===== src/rtl/fetch_unit_if.sv =====
// fetch_unit_if: fetch-stage bus bundle (instruction memory read port, decode handshake, jump redirect)
//  master (fetch_unit): drives imem_en, imem_addr, inst_out, pc_out, inst_valid
//                       reads fetch_en, imem_rdata, inst_ready, redirect, redirect_target
//  slave (environment): the mirror image
interface fetch_unit_if #(parameter int PC_W = 9);
  logic fetch_en;
  logic imem_en;
  logic [PC_W-1:0] imem_addr;
  logic [15:0] imem_rdata;
  logic [15:0] inst_out;
  logic [PC_W-1:0] pc_out;
  logic inst_valid;
  logic inst_ready;
  logic redirect;
  logic [PC_W-1:0] redirect_target;
  modport master(
    input fetch_en, imem_rdata, inst_ready, redirect, redirect_target,
    output imem_en, imem_addr, inst_out, pc_out, inst_valid
  );
  modport slave(
    output fetch_en, imem_rdata, inst_ready, redirect, redirect_target,
    input imem_en, imem_addr, inst_out, pc_out, inst_valid
  );
endinterface


===== src/rtl/fetch_unit.sv =====
// fetch_unit: PC owner, sync-read imem issue, instruction FIFO toward decode, jump redirect with flush
//  clk    rising-edge clock
//  reset  synchronous, active-low
//  io     fetch_unit_if.master (fetch_en, imem_en/addr/rdata, inst_out/pc_out/valid/ready, redirect/target)
module fetch_unit #(
  parameter int PC_W = 9,
  parameter int DEPTH = 2
) (
  input logic clk,
  input logic reset,
  fetch_unit_if.master io
);
  localparam int AW = $clog2(DEPTH);
  localparam logic [AW+1:0] CAP = (AW+2)'(DEPTH);
  logic [PC_W-1:0] pc, fly_pc;
  logic fly;
  logic [AW:0] wr_ptr, rd_ptr, occ;
  logic [15:0] inst_mem [DEPTH];
  logic [PC_W-1:0] pc_mem [DEPTH];
  logic pop, push, issue;
  assign occ = wr_ptr - rd_ptr;
  assign io.inst_valid = occ != '0;
  assign pop = io.inst_valid & io.inst_ready;
  // a redirect kills last cycle's read, so its data never lands
  assign push = fly & ~io.redirect;
  // credits: buffered + in-flight, net of this cycle's pop, must leave room
  assign issue = reset & io.fetch_en & ~io.redirect &
                 ({1'b0, occ} + (AW+2)'(fly) < CAP + (AW+2)'(pop));
  assign io.imem_en = issue;
  assign io.imem_addr = pc;
  assign io.inst_out = io.inst_valid ? inst_mem[rd_ptr[AW-1:0]] : '0;
  assign io.pc_out = io.inst_valid ? pc_mem[rd_ptr[AW-1:0]] : '0;
  always_ff @(posedge clk)
    if (!reset) begin
      pc <= '0;
      fly <= 1'b0;
      fly_pc <= '0;
      wr_ptr <= '0;
      rd_ptr <= '0;
    end else begin
      pc <= io.redirect ? io.redirect_target : pc + PC_W'(issue);
      fly <= issue;
      fly_pc <= pc;
      wr_ptr <= wr_ptr + (AW+1)'(push);
      // flushing by jumping rd to wr also retires a same-cycle accepted head
      rd_ptr <= io.redirect ? wr_ptr : rd_ptr + (AW+1)'(pop);
    end
  always_ff @(posedge clk)
    if (push) begin
      inst_mem[wr_ptr[AW-1:0]] <= io.imem_rdata;
      pc_mem[wr_ptr[AW-1:0]] <= fly_pc;
    end
  assert property (@(posedge clk) disable iff (!reset)
    !(push && !pop && occ == (AW+1)'(DEPTH)));
endmodule


===== src/flat_wrapper.sv =====
// flat-port wrapper written by rule: the top's interface ports become plain ports
module fetch_unit_flat 
#(
  parameter int PC_W = 9,
  parameter int DEPTH = 2
)
  (clk, reset, io_fetch_en, io_imem_rdata, io_inst_ready, io_redirect, io_redirect_target, io_imem_en, io_imem_addr, io_inst_out, io_pc_out, io_inst_valid);
  fetch_unit_if #(.PC_W(PC_W)) io_i ();
  input logic clk;
  input logic reset;
  input wire logic [$bits(io_i.fetch_en)-1:0] io_fetch_en;
  input wire logic [$bits(io_i.imem_rdata)-1:0] io_imem_rdata;
  input wire logic [$bits(io_i.inst_ready)-1:0] io_inst_ready;
  input wire logic [$bits(io_i.redirect)-1:0] io_redirect;
  input wire logic [$bits(io_i.redirect_target)-1:0] io_redirect_target;
  output wire logic [$bits(io_i.imem_en)-1:0] io_imem_en;
  output wire logic [$bits(io_i.imem_addr)-1:0] io_imem_addr;
  output wire logic [$bits(io_i.inst_out)-1:0] io_inst_out;
  output wire logic [$bits(io_i.pc_out)-1:0] io_pc_out;
  output wire logic [$bits(io_i.inst_valid)-1:0] io_inst_valid;
  assign io_i.fetch_en = io_fetch_en;
  assign io_i.imem_rdata = io_imem_rdata;
  assign io_i.inst_ready = io_inst_ready;
  assign io_i.redirect = io_redirect;
  assign io_i.redirect_target = io_redirect_target;
  assign io_imem_en = io_i.imem_en;
  assign io_imem_addr = io_i.imem_addr;
  assign io_inst_out = io_i.inst_out;
  assign io_pc_out = io_i.pc_out;
  assign io_inst_valid = io_i.inst_valid;
  fetch_unit #(.PC_W(PC_W), .DEPTH(DEPTH)) u_core (.clk(clk), .reset(reset), .io(io_i));
endmodule

===== config.mk =====
export PLATFORM = sky130hd
export DESIGN_NAME = fetch_unit_flat
export DESIGN_NICKNAME = d
export VERILOG_FILES = /design/src/rtl/fetch_unit_if.sv /design/src/rtl/fetch_unit.sv /design/src/flat_wrapper.sv
export SDC_FILE = /design/constraint.sdc
export NUM_CORES = 1
export LEC_CHECK = 0
export ABC_AREA = 1
export CAP_MARGIN = 5
export CORE_MARGIN = 2
export CORE_UTILIZATION = 29
export CTS_CLUSTER_DIAMETER = 80
export CTS_CLUSTER_SIZE = 8
export DETAILED_ROUTE_END_ITERATION = 6
export SYNTH_ARGS = -nofsm -noshare
export SYNTH_HDL_FRONTEND = slang
export SYNTH_SLANG_ARGS = --single-unit
export TNS_END_PERCENT = 5

===== constraint.sdc =====
create_clock -name clk -period 2.19 [get_ports clk]
set_input_delay 0.438 -clock clk [delete_from_list [all_inputs] [get_ports clk]]
set_output_delay 0.438 -clock clk [all_outputs]
set_load 0.02 [all_outputs]

==> flow_summary.ini, run 1 <==
[status]
status = complete, but fails checks
violations = negative setup slack

[synth]
synth_top_area_share_pct = 46.5
ys_top_cells_by_area = edfxtp_1 (47%), dfxtp_1 (15%), mux2_4 (9.3%), nand2_1 (6.3%), inv_1 (6.1%)
synth-xor-area-share_pct = 1.09
synth_top_family_by_area = simple AND/OR/NAND/NOR gates
synth_edf_count = 50
synthAdderAreaFrac_pct = 3.10
synth_compound_area_share_pct = 2.48
synth_cells = 285
avgSynthCellArea_um2 = 11.3
ys_seq_area_share_pct = 61.4
synth_common_cells = nand2_1 (54), inv_1 (52), edfxtp_1 (50), nor2_1 (31), dfxtp_1 (24)
async_flop_share_pct = 0
ys_types = 21
synth_area_um2 = 3230
synth-seq-cells = 74
synthSimpleGateAreaFrac_pct = 12.1
synth_mux_area_share_pct = 11.1
ys_warn_count = 0
yosysMostFrequentCell = nand2_1
synth_ff_type = edfxtp_1
synth_top_area_cell = edfxtp_1
synth_nets = 323

[final_layout]
antennaDiodeCount = 0
syn2layout_area_growth_pct = 35.2
multi_input_area_um2 = 1080
finalNetCount = 409
drive_gt1_share_pct = 28.5
fill_cells = 1092
layout.area.seq_um2 = 1980

[clock_tree]
numClockSinks = 74
cts_tree = built
clk_pin_slew_ns = 0.07
cts_hold_buf = 0
cts-htree-levels = 3
cts_inserted_buffers = 9
clock_latency_ns = 0.33
cts_root_buffer = clkbuf_8
cts_max_path_buffers = 2

[drt]
drc = 0
viasPerCell = 4.15
avgRoutedWirePerCell_um = 11.7
wl_met3_um = 352
first_pass_iters = 4
routed_wl_um = 6040
via_count = 2143
ant_nets = 0
met2WireLength_um = 3020
met1_length_um = 2600
top_layer_used = met4
first_iter_violations = 39

[global_routing]
grt_pass1_wl_um = 9780
track_usage_pct = 10.8
grt_pass1_vias = 2125
overflow = 0
antenna_found_initial = 0
grt_start_max_net_pins = 27

[pwr]
p_per_area_nw_per_um2 = 697
p_leak_uw = 0.00197
vdd_drop_max_mv = 0.269
p_total_uw = 3040

[die]
die_x_um = 109
die_area_um2 = 12000
num_io_pins = 66
die_h_um = 109
coreArea_um2 = 10800
start_util_pct = 29.8
rows = 38

[worst_setup_path]
slowest_stage = dfxtp_2
crit_path_start_kind = flop
crit_path_end_kind = primary output
criticalPathCategory = flop to primary output
critical_path.max_stage_delay_ns = 0.34
path_cells = inv_2 > ha_4 > inv_2 > ha_4 > ha_4 > nor2_4 > nand3_2 > a21oi_4 > buf_4
cp.required_ns = 1.75
path_buf_inv = 3
crit_path_max_fanout = 2
cpMostUsedCell = ha_4
cp.arrival_ns = 1.79
crit_family = adder cells

[timing]
skew_ns = 0.00346
rsz0062_at_grt = yes
hold-worst-slack_ns = 0.431
fmax_mhz = 449
drv_slew = 0
fin_ws_ns = -0.0378
fin_crit_sh_pct = 102
final-setup-viol-count = 3
period_needed_ns = 2.23
relSlewSlack_pct = 74.9
hold_violations = 0
worstMarginPinSlew_ns = 0.377

[place]
gp_congestion = 0.784
dpl.hpwl_um = 4180
io_buffers = 65

[hold_path]
hold_path_class = flop to flop

[flow_run]
drv_cap = 0
==> worst reg2reg max path, cell delays in order (launching register included) <==
cell     delay [ns]
dfxtp_2        0.34
inv_2          0.05
ha_4           0.26
inv_2          0.04
ha_4           0.15
ha_4           0.15
nor2_4         0.07
nand3_2        0.09
a21oi_4        0.14
buf_6          0.12
ha_4           0.14
ha_4           0.15
nand3_4        0.10
o21ai_2        0.15
nand3_1        0.07
nand2_1        0.07
inv_1          0.04
==> what timing repair did <==
item                                    4_1_cts  5_1_grt
resized for setup                           108        9
endpoints found under the setup margin       34       14
setup buffers                                 0        1
pin swaps                                     2        5
==> layout make-up <==
cell class / count / area share [%]
Multi-Input combinational cell: 149 / 24.8
Clock inverter: 6 / 1.55
Inverter: 54 / 4.65
Tap cell: 140 / 4.02
Timing Repair Buffer: 83 / 16.6
Sequential cell: 74 / 45.5
Clock buffer: 10 / 2.93
==> metal layers <==
metal | vias up | GRT usage [%]
li1 | 1084 | -
met1 | 993 | 12.1
met2 | 59 | 19.2
met3 | 7 | 2.85
met4 | 0 | 4.61
met5 | - | 0
==> cell families (layout without fill, tap and decap cells) <==
logic type,after synthesis,count (layout)
simple gates,96,96
flops,74,74
buf+inv,62,153
mux,25,25
compound gates,16,16
fa+ha+maj,8,8
xor+xnor,4,4
==> state kept, by name, indices dropped and copies added, names as in the netlist, named ones only <==
| signal | cells |
|---|---|
| u_core.fly | 1 |
| u_core.fly_pc | 9 |
| u_core.inst_mem | 32 |
| u_core.io.imem_addr | 9 |
| u_core.pc_mem | 18 |
| u_core.rd_ptr | 2 |
| u_core.wr_ptr | 2 |
==> path summary, 6_finish.rpt <==
| check | startpoint | to | slack [ns] | cells after the start |
|---|---|---|---|---|
| max | u_core.wr_ptr[0] | io_imem_en | -0.04 | 9 |
| min | u_core.fly_pc[3] | u_core.pc_mem[0][3] | 0.43 | 0 |
| max reg2reg | u_core.wr_ptr[0] | u_core.io.imem_addr[6] | -0.03 | 16 |
| min reg2reg | u_core.fly_pc[3] | u_core.pc_mem[0][3] | 0.43 | 0 |
==> stage by stage <==
| stage | instance area [um^2] | utilization (%) | std cells | setup TNS (ns) | setup WS (ns) |
|---|---|---|---|---|---|
| 6_report | 4360 | 40.2 | 516 | -0.0955 | -0.0378 |
| 5_1_grt | 4360 | 40.2 | 516 | -1.00 | -0.180 |
| 4_1_cts | 4320 | 39.8 | 515 | -0.211 | -0.102 |
| 3_5_place_dp | 4240 | 39.1 | 499 | -0.530 | -0.203 |
| 3_3_place_gp | 4240 | 39.1 | 499 | -0.347 | -0.177 |
| 2_1_floorplan | 3310 | - | 285 | -0.0655 | -0.0428 |
==> cells in the final DEF (no fill, tap or decap), drive strengths merged <==
cell type      synthesis  layout
nand3                  9       9
inv                   54      54
ha                     8       8
buf                    7      44
dfxtp                 24      24
xnor2                  1       1
clkdlybuf4s50          0      38
o21ai                  9       9
nor2                  31      31
clkbuf                 1      10
edfxtp                50      50
clkinv                 0       3
bufinv                 0       1
clkinvlp               0       2
mux2                  25      25
a21oi                  7       7
nand2                 56      56
xor2                   3       3
dlygate4sd2            0       1
==> report_power, final <==
| part | internal (uW) | switching [uW] |
|---|---|---|
| registers | 1520 | 31.3 |
| logic | 225 | 235 |
| clock network | 528 | 494 |
| total | 2280 | 760 |
Power figures use the tool's default switching activity.
==> inputs of run 2 (changes only) <==
ABC_AREA = not set   (was 1)
==> run 2 against run 1 <==
Net effect: the flow still finishes with violations (negative setup slack); largest cell class unchanged; die area decreased by 3.9%; register-to-register slack worse by 0.21 ns; cell count fell by 15%; critical path type is now flop to flop.
==> flow_summary.ini, run 2 <==
[status]
status = complete, but fails checks
violations = negative setup slack

[final_layout]
drive_gt1_share_pct = 33.7
finalNetCount = 336
mostFrequentLayoutCell = edfxtp_1
design_area_um2 = 4270
mostFrequentLayoutCells = edfxtp_1 (50), clkdlybuf4s50_1 (38), mux2i_1 (28)
fin_util_pct = 41.4
largest_register_ffs = 32
antennaDiodeCount = 0
finalNonFillerCells = 439
syn2layout_area_growth_pct = 38.0
fill_cells = 944

[place]
placed_cells = 421
io_buffers = 65
place_area_um2 = 4120
dpl.hpwl_um = 3860
gp_congestion = 0.680

[global_routing]
grtUsageMet3_pct = 3.15
grt_use_met1_pct = 14.2
grt_pass1_wl_um = 9320
track_usage_pct = 10.7
grt_start_max_net_pins = 26
busiest_layer = met2
overflow = 0
grt_pass1_vias = 1856
antenna_found_initial = 0
met2_usage_pct = 16.2

[flow_run]
drv_cap = 0

[synth]
synth_area_um2 = 3100
ys_types = 26
synth_top_area_share_pct = 48.5
synth_nets = 250
ys_seq_area_share_pct = 64.0
synth_common_cells = edfxtp_1 (50), mux2i_1 (28), dfxtp_1 (24), nor2_4 (20), and2_1 (14)
synth_ff_type = edfxtp_1
async_flop_share_pct = 0
ys_warn_count = 0
ys_top_cells_by_area = edfxtp_1 (49%), dfxtp_1 (16%), mux2i_1 (9.1%), nor2_4 (7.3%), ha_1 (3.2%)
avgSynthCellArea_um2 = 14.6
yosysMostFrequentCell = edfxtp_1
synth-seq-cells = 74
synth_top_area_cell = edfxtp_1
synth_cells = 212
synth_edf_count = 50

[timing]
fin_crit_sh_pct = 111
fin_ws_ns = -0.235
skew_ns = 0.0150
worstMarginPinSlew_ns = 0.290
final-setup-viol-count = 7
fin_setup_tns_ns = -1.39
rsz0062_at_grt = yes
fmax_mhz = 412
period_needed_ns = 2.43
hold_violations = 0
relSlewSlack_pct = 80.1
drv_slew = 0

[hold_path]
hold_path_class = flop to flop
holdCritStartpoint = u_core.fly_pc[4]

[die]
num_io_pins = 66
start_util_pct = 30.0
rows = 37
coreArea_um2 = 10300
die_x_um = 107
die_area_um2 = 11500
die_h_um = 107

[worst_setup_path]
cp.required_ns = 2.47
timing.rr.start = u_core.wr_ptr[0]
path_cells = inv_2 > ha_4 > inv_2 > ha_4 > ha_4 > nand4bb_4 > nor2_4 > a31o_4 > buf_6 > ha_4 > ha_4 > nand3_4 > or3_1 > a31oi_1
critical_path.max_stage_delay_ns = 0.34
crit_path_end_kind = flop
crit_path_start_kind = flop
slowest_stage = dfxtp_2
startpoint = u_core.wr_ptr[0]
criticalPathCategory = flop to flop
crit_path_max_fanout = 5
cp.arrival_ns = 2.71
cpMostUsedCell = ha_4

[drt]
routed_wl_um = 5740
first_iter_violations = 77
viasPerCell = 4.30
avgRoutedWirePerCell_um = 13.1
drc = 0
via_count = 1886
first_pass_iters = 4
ant_nets = 0

[clock_tree]
cts_root_buffer = clkbuf_8
clk_pin_slew_ns = 0.09
clock_latency_ns = 0.35
cts_tree = built
numClockSinks = 74
cts_hold_buf = 0
cts_max_path_buffers = 2
cts-htree-levels = 3
cts_inserted_buffers = 9

[pwr]
p_per_area_nw_per_um2 = 704
p_leak_uw = 0.00150
vdd_drop_max_mv = 0.272
==> run 2: area by class of cell <==
cell class / instances / area [um^2] / share of cell area [%]
Clock inverter: 7 / 82.6 / 1.93
Inverter: 5 / 18.8 / 0.439
Sequential cell: 74 / 1980 / 46.4
Multi-Input combinational cell: 123 / 1150 / 26.9
Tap cell: 136 / 170 / 3.98
Clock buffer: 9 / 124 / 2.90
Timing Repair Buffer: 85 / 747 / 17.5
==> run 2: per-stage QoR <==
step           setup WS (ns)  total power (uW)  hold WS, ns
5_1_grt               -0.372              3140        0.444
4_1_cts               -0.261              3050        0.436
2_1_floorplan         -0.183              1790        0.404
3_3_place_gp          -0.294              1970        0.409
6_report              -0.235              3010        0.437
3_5_place_dp          -0.353              1970        0.413
==> run 2: what timing repair did <==
item	4_1_cts	5_1_grt
setup endpoints to repair	35	17
gates resized for setup	114	5
pin swaps	1	4
setup buffers	2	0
==> run 2: worst paths after layout <==
path	end	slack [ns]	cells after the start
worst max-delay path	u_core.io.imem_addr[6]	-0.24	14
worst min-delay path	u_core.pc_mem[0][4]	0.44	0
worst max register to register	u_core.io.imem_addr[6]	-0.24	14
worst min register to register	u_core.pc_mem[0][4]	0.44	0
==> run 2: where the power goes <==
group	internal (uW)	switching [uW]
logic	181	188
clock network	547	541
registers	1520	27.6
==> run 2: worst max-delay path: cells and delay by family, from the launching register on <==
family	cells	cell delay, ns
AO/OA/AOI/OAI	2	0.28
adder cells (fa/ha/maj)	5	0.82
buffers and inverters	3	0.18
flip-flops	1	0.34
AND/OR/NAND/NOR	4	0.75
==> run 2: metal layers <==
metal	routed length, um	share of wire, %
met3	451	7.9
met1	2650	46
met2	2610	45
met5	0	0
met4	24	0.42
==> run 2: logic make-up (layout without fill, tap and decap cells) <==
group,after synthesis,count (layout),share of synthesized area (%)
DFF,74,74,64.0
and+or+nand+nor,60,60,14.8
muxes,28,28,9.05
AOI/OAI and AO/OA,20,20,3.64
buffers and inverters,15,106,3.31
adders and majority gates,8,8,3.23
xor gates and xnor gates,7,7,1.98
